`src/rtl/vga_timing_if.sv`:
```
// Raster timing bundle: fetch-side coordinates plus display-side sync/enable/markers.
interface vga_timing_if #(
   parameter int unsigned COORD_W = 11
);
   logic [COORD_W-1:0] pix_x;
   logic [COORD_W-1:0] pix_y;
   logic               pix_valid;
   logic               de;
   logic               hsync;
   logic               vsync;
   logic               line_start;
   logic               frame_start;

   modport master (
      output pix_x, pix_y, pix_valid, de, hsync, vsync, line_start, frame_start
   );

   modport slave (
      input  pix_x, pix_y, pix_valid, de, hsync, vsync, line_start, frame_start
   );
endinterface

```
`src/rtl/vga_timing_gen.sv`:
```
// Parametrised raster timing generator advancing on a pixel clock-enable.
// Fetch coordinates lead the display-side decode by LOOKAHEAD ce steps.
module vga_timing_gen #(
   parameter int unsigned H_ACTIVE  = 800,
   parameter int unsigned H_FP      = 40,
   parameter int unsigned H_SYNC    = 128,
   parameter int unsigned H_BP      = 88,
   parameter int unsigned V_ACTIVE  = 600,
   parameter int unsigned V_FP      = 1,
   parameter int unsigned V_SYNC    = 4,
   parameter int unsigned V_BP      = 23,
   parameter int unsigned H_POL     = 1,
   parameter int unsigned V_POL     = 1,
   parameter int unsigned LOOKAHEAD = 0,
   parameter int unsigned COORD_W   = 11
) (
   input  logic         clk,
   input  logic         clr_n,
   input  logic         ce,
   vga_timing_if.master vid
);

   localparam int unsigned H_TOTAL = H_ACTIVE + H_FP + H_SYNC + H_BP;
   localparam int unsigned V_TOTAL = V_ACTIVE + V_FP + V_SYNC + V_BP;
   localparam int unsigned HS_BEG  = H_ACTIVE + H_FP;
   localparam int unsigned HS_END  = HS_BEG + H_SYNC;
   localparam int unsigned VS_BEG  = V_ACTIVE + V_FP;
   localparam int unsigned VS_END  = VS_BEG + V_SYNC;

   // Display-side word: {frame_start, line_start, vsync, hsync, de}
   localparam int unsigned DW   = 5;
   localparam int unsigned B_DE = 0;
   localparam int unsigned B_HS = 1;
   localparam int unsigned B_VS = 2;
   localparam int unsigned B_LS = 3;
   localparam int unsigned B_FS = 4;
   localparam logic [DW-1:0] IDLE = {1'b0, 1'b0, (V_POL == 0), (H_POL == 0), 1'b0};

   // Elaboration-time parameter sanity
   if (H_FP < 1 || H_SYNC < 1 || H_BP < 1 || V_FP < 1 || V_SYNC < 1 || V_BP < 1) begin : g_bad_porch
      $error("vga_timing_gen: porch and sync widths must be >= 1");
   end
   if ((H_TOTAL >> COORD_W) != 0 || (V_TOTAL >> COORD_W) != 0) begin : g_bad_width
      $error("vga_timing_gen: COORD_W too small for H_TOTAL/V_TOTAL");
   end
   if (LOOKAHEAD > 15) begin : g_bad_look
      $error("vga_timing_gen: LOOKAHEAD must be <= 15");
   end

   logic [COORD_W-1:0] h;
   logic [COORD_W-1:0] v;
   logic               h_last;
   logic               v_last;
   logic               hs_on;
   logic               vs_on;
   logic [DW-1:0]      disp_c;
   logic [DW-1:0]      disp_dly;

   assign h_last = (h == COORD_W'(H_TOTAL - 1));
   assign v_last = (v == COORD_W'(V_TOTAL - 1));

   // Raster position counters; h is the position the next ce edge presents
   always_ff @(posedge clk or negedge clr_n) begin
      if (!clr_n) begin
         h <= '0;
         v <= '0;
      end else if (ce) begin
         h <= h_last ? '0 : h + COORD_W'(1);
         if (h_last) begin
            v <= v_last ? '0 : v + COORD_W'(1);
         end
      end
   end

   // Decode of the current position into the display-side word
   always_comb begin
      disp_c       = IDLE;
      hs_on        = (h >= COORD_W'(HS_BEG)) && (h < COORD_W'(HS_END));
      vs_on        = (v >= COORD_W'(VS_BEG)) && (v < COORD_W'(VS_END));
      disp_c[B_DE] = (h < COORD_W'(H_ACTIVE)) && (v < COORD_W'(V_ACTIVE));
      disp_c[B_HS] = hs_on ^ (H_POL == 0);
      disp_c[B_VS] = vs_on ^ (V_POL == 0);
      disp_c[B_LS] = (h == '0) && (v < COORD_W'(V_ACTIVE));
      disp_c[B_FS] = (h == '0) && (v == '0);
   end

   // Fetch-side outputs follow the counters on every ce edge
   always_ff @(posedge clk or negedge clr_n) begin
      if (!clr_n) begin
         vid.pix_x     <= '0;
         vid.pix_y     <= '0;
         vid.pix_valid <= 1'b0;
      end else if (ce) begin
         vid.pix_x     <= h;
         vid.pix_y     <= v;
         vid.pix_valid <= disp_c[B_DE];
      end
   end

   if (LOOKAHEAD == 0) begin : g_no_dly
      assign disp_dly = disp_c;
   end else begin : g_dly
      logic [DW-1:0] sr [LOOKAHEAD];

      // ce-gated delay line, primed with blanking values on reset
      always_ff @(posedge clk or negedge clr_n) begin
         if (!clr_n) begin
            for (int i = 0; i < int'(LOOKAHEAD); i++) begin
               sr[i] <= IDLE;
            end
         end else if (ce) begin
            sr[0] <= disp_c;
            for (int i = 1; i < int'(LOOKAHEAD); i++) begin
               sr[i] <= sr[i-1];
            end
         end
      end

      assign disp_dly = sr[LOOKAHEAD-1];
   end

   // Display-side registers; markers are single-clk pulses after a ce edge
   always_ff @(posedge clk or negedge clr_n) begin
      if (!clr_n) begin
         vid.de          <= 1'b0;
         vid.hsync       <= IDLE[B_HS];
         vid.vsync       <= IDLE[B_VS];
         vid.line_start  <= 1'b0;
         vid.frame_start <= 1'b0;
      end else if (ce) begin
         vid.de          <= disp_dly[B_DE];
         vid.hsync       <= disp_dly[B_HS];
         vid.vsync       <= disp_dly[B_VS];
         vid.line_start  <= disp_dly[B_LS];
         vid.frame_start <= disp_dly[B_FS];
      end else begin
         vid.line_start  <= 1'b0;
         vid.frame_start <= 1'b0;
      end
   end

endmodule

```
`src/flat_wrapper.sv`:
```
// flat-port wrapper written by rule: the top's interface ports become plain ports
module vga_timing_gen_flat 
#(
   parameter int unsigned H_ACTIVE  = 800,
   parameter int unsigned H_FP      = 40,
   parameter int unsigned H_SYNC    = 128,
   parameter int unsigned H_BP      = 88,
   parameter int unsigned V_ACTIVE  = 600,
   parameter int unsigned V_FP      = 1,
   parameter int unsigned V_SYNC    = 4,
   parameter int unsigned V_BP      = 23,
   parameter int unsigned H_POL     = 1,
   parameter int unsigned V_POL     = 1,
   parameter int unsigned LOOKAHEAD = 0,
   parameter int unsigned COORD_W   = 11
)
  (clk, clr_n, ce, vid_pix_x, vid_pix_y, vid_pix_valid, vid_de, vid_hsync, vid_vsync, vid_line_start, vid_frame_start);
  vga_timing_if #(.COORD_W(COORD_W)) vid_i ();
  input  logic clk;
  input  logic clr_n;
  input  logic ce;
  output wire logic [$bits(vid_i.pix_x)-1:0] vid_pix_x;
  output wire logic [$bits(vid_i.pix_y)-1:0] vid_pix_y;
  output wire logic [$bits(vid_i.pix_valid)-1:0] vid_pix_valid;
  output wire logic [$bits(vid_i.de)-1:0] vid_de;
  output wire logic [$bits(vid_i.hsync)-1:0] vid_hsync;
  output wire logic [$bits(vid_i.vsync)-1:0] vid_vsync;
  output wire logic [$bits(vid_i.line_start)-1:0] vid_line_start;
  output wire logic [$bits(vid_i.frame_start)-1:0] vid_frame_start;
  assign vid_pix_x = vid_i.pix_x;
  assign vid_pix_y = vid_i.pix_y;
  assign vid_pix_valid = vid_i.pix_valid;
  assign vid_de = vid_i.de;
  assign vid_hsync = vid_i.hsync;
  assign vid_vsync = vid_i.vsync;
  assign vid_line_start = vid_i.line_start;
  assign vid_frame_start = vid_i.frame_start;
  vga_timing_gen #(.H_ACTIVE(H_ACTIVE), .H_FP(H_FP), .H_SYNC(H_SYNC), .H_BP(H_BP), .V_ACTIVE(V_ACTIVE), .V_FP(V_FP), .V_SYNC(V_SYNC), .V_BP(V_BP), .H_POL(H_POL), .V_POL(V_POL), .LOOKAHEAD(LOOKAHEAD), .COORD_W(COORD_W)) u_core (.clk(clk), .clr_n(clr_n), .ce(ce), .vid(vid_i));
endmodule
```
`config.mk`:
```
export PLATFORM = sky130hd
export DESIGN_NAME = vga_timing_gen_flat
export DESIGN_NICKNAME = d
export VERILOG_FILES = /design/src/rtl/vga_timing_if.sv /design/src/rtl/vga_timing_gen.sv /design/src/flat_wrapper.sv
export SDC_FILE = /design/constraint.sdc
export NUM_CORES = 1
export LEC_CHECK = 0
export ABC_AREA = 1
export CORE_ASPECT_RATIO = 1.75
export CORE_MARGIN = 2
export CORE_UTILIZATION = 55
export DETAILED_ROUTE_END_ITERATION = 10
export GPL_TIMING_DRIVEN = 1
export PLACE_DENSITY = 0.79
export SETUP_SLACK_MARGIN = 0.2
export SLEW_MARGIN = 20
export SYNTH_ARGS = -nofsm -noshare
export SYNTH_HDL_FRONTEND = slang
export SYNTH_SLANG_ARGS = --single-unit
```
`constraint.sdc`:
```
create_clock -name clk -period 1.5 [get_ports clk]
set_input_delay 0.225 -clock clk [delete_from_list [all_inputs] [get_ports clk]]
set_output_delay 0.225 -clock clk [all_outputs]
set_load 0.01 [all_outputs]
```
==> flow_summary.ini, run 1 <==
[outcome]
status = finished clean

[sta]
hold_viol_final = 0
slew_headroom_pct = 80.2
maxSlewViolCount = 0
min_period_ns = 1.34
rsz0062_at_grt = yes
final.period_utilization_pct = 89.5
fmax_mhz = 745
setup_viol = 0
fin_worst_skew_ns = 0.0109
tns_ns = 0
worstMarginPinSlew_ns = 0.296

[clock_tree]
h-tree-depth = 2
cts_buffers = 5
cts.path.max_buffers = 2
cts_tree = done
clk_latency_ns = 0.30
clock_sinks = 49
clock_tree.root_cell = clkbuf_8
clk_pin_slew_worst_paths_ns = 0.10

[synthesis]
yosysTopAreaCell = dfrtp_1
synth-xor-area-share_pct = 2.43
synth_compound_area_share_pct = 6.25
yosysMostFrequentCell = nand2_1
syn_nets = 334
yosysWarnings = 0
synth.top_cell.area_share_pct = 48.6
synthArstFlopShare_pct = 100
synth-adder-area-share_pct = 2.48
synth-simple-area-share_pct = 32.7
ys_seq_elements = 49
synthTopCellsByArea = dfrtp_1, nand2_1, inv_1
synth_edf_count = 0
avgSynthCellArea_um2 = 7.73
synthFlopType = dfrtp_1
synth_top_family_by_area = simple AND/OR/NAND/NOR gates
synthDistinctLibCells = 27
seq_area_frac_synth_pct = 48.6
syn-instance-count = 326
yosys-top-cells-count = nand2_1, dfrtp_1, inv_1, nor2_1, o21ai_0
syn_area_mm2 = 0.00252
muxShareOfSynthArea_pct = 0

[floorplan]
die-area_mm2 = 0.00516
initial_core_util_pct = 57.2
fp.dieW_um = 55.2
num_io_pins = 31
fp.dieH_um = 93.6
fp.coreArea_mm2 = 0.00440
rows = 32

[drt]
wl_per_cell_um = 15.5
drt_first_pass_iters = 4
drt_iter0_drc = 71
drtAntennaViolNets = 0
vias = 2391
drt-total-wl_um = 6900
drc_errors = 0
via_per_inst = 5.39

[placed_design]
port_buffers = 30
dp_hpwl_um = 4440
dpl_cell_area_mm2 = 0.00300
placed_cells = 419
gp_congestion = 0.937

[critical_path]
start_kind = flop
required_ns = 1.68
crit_fanout = 6
crit_arrival_ns = 1.53
crit_type = reg2reg
cp-end-kind = flop

[global_route]
antenna_found_initial = 0
grt_usage_pct = 29.1
grt_max_degree = 50
grt_overflow = 0
grt_pass1_wl_um = 10800
grt_pass1_vias = 2442

[power]
clockPowerShare_pct = 25.7
switchingPower_mw = 1.32
p_total_mw = 3.85
irDropWorstVdd_mv = 0.988
p_per_area_mw_per_mm2 = 1130
swShare_pct = 34.2
internal_power_mw = 2.53
p_leak_nw = 1.78
pwr-share-seq_pct = 44.0
power.share.combinational_pct = 30.3

[cells_and_area]
final_nets = 400
synthToLayoutAreaGrowth_pct = 34.8
fill_cells = 324
fin_cells = 444
fin_area_mm2 = 0.00340
n_antenna_cell = 0
drive_gt1_share_pct = 24.2

[job]
cap_viol_max_count = 0

[min_path]
hold_class = in2async
-- power by group through the flow --
stage	clock network, mW	registers, mW	logic (mW)
6_report	0.988	1.69	1.17
5_1_grt	1.04	1.72	1.27
4_1_cts	0.988	1.68	1.03
3_5_place_dp	0	1.73	0.882
3_3_place_gp	0	1.72	0.860
2_1_floorplan	0	1.72	0.483
-- cells in the final DEF (no fill, tap or decap), drive strengths merged --
master,n
clkbuf,7
nand4,3
nand2,118
dlygate4sd3,1
ha,5
xnor2,1
dlygate4sd2,28
o21ai,27
nor2,35
a21oi,3
buf,37
nor3,5
xor2,6
inv,38
nand3b,2
dfrtp,49
nand3,25
dlymetal6s2s,1
bufinv,1
o21a,1
-- state kept, by name, indices dropped and copies added, names as in the netlist --
| signal | cells |
|---|---|
| u_core.vid.pix_x | 11 |
| u_core.vid.hsync | 1 |
| u_core.vid.vsync | 1 |
| u_core.vid.line_start | 1 |
| u_core.v | 11 |
| u_core.vid.pix_valid | 1 |
| u_core.h | 11 |
| u_core.vid.frame_start | 1 |
| u_core.vid.pix_y | 11 |
-- through the flow --
step                setup slack, ns  hold WS (ns)  util [%]
global route                 0.0855         0.472      77.2
floorplan                     0.208       -0.0706         -
finish                        0.158         0.436      77.2
detailed placement           -0.164         0.234      68.0
CTS                           0.187         0.448      73.6
global placement             -0.112         0.230      68.0
-- layout make-up --
class | instances | area (um^2) | share of cell area [%]
multi-input combinational | 231 | 1270 | 37.5
sequential | 49 | 1230 | 36.2
timing repair buffer | 67 | 563 | 16.6
inverter | 38 | 153 | 4.49
clock buffer | 7 | 86.3 | 2.54
tap | 51 | 63.8 | 1.88
clock inverter | 1 | 30.0 | 0.884
-- worst max-delay path: stages, from the launching register on --
cell	delay, ns
dfrtp_1	0.43
nor2_2	0.16
nand2_2	0.11
inv_1	0.14
nand3_2	0.20
nand2_1	0.12
o21ai_1	0.07
-- logic make-up after synthesis --
group                      count (synthesis)
and+or+nand+nor                          188
DFF                                       49
buffers and inverters                     46
AOI/OAI and AO/OA                         31
xor gates and xnor gates                   7
adders and majority gates                  5
-- worst paths after layout --
path / startpoint / to / slack (ns) / depth (start not counted)
min in group clk: ce / u_core.vid.pix_x[2] / 0.46 / 4
min reg2reg: u_core.vid.pix_y[4] / u_core.vid.pix_y[4] / 0.48 / 2
max in group asynchronous: clr_n / u_core.v[2] / 0.82 / 3
min: clr_n / u_core.vid.pix_x[3] / 0.44 / 3
max: u_core.h[6] / u_core.v[3] / 0.16 / 6
max reg2reg: u_core.h[6] / u_core.v[3] / 0.16 / 6
-- routing by layer --
| layer | GRT usage [%] | wire [um] | part of all wire (%) | vias to the layer above |
|---|---|---|---|---|
| met5 | 0 | 0 | 0 | - |
| met4 | 20.1 | 291 | 4.2 | 0 |
| met3 | 5.27 | 254 | 3.7 | 25 |
| met2 | 48.8 | 3890 | 56 | 88 |
| met1 | 30.8 | 2470 | 36 | 1133 |
| li1 | - | - | - | 1145 |
-- timing repair --
| item | CTS | global route |
|---|---|---|
| endpoints found under the setup margin | 51 | 22 |
| buffers inserted | 9 | 7 |
| pin swaps | 6 | 17 |
| hold buffers | 1 | 0 |
| gates resized for setup | 58 | 35 |
| endpoints found under the hold margin | 49 | 0 |
| cloned | 0 | 0 |
Power figures use the tool's default switching activity.
==> inputs of run 2 (changes only) <==
- CTS_CLUSTER_SIZE: default -> 40
==> results of run 2 <==
Same layout as run 1: the final DEF is identical, and so are final timing and power.
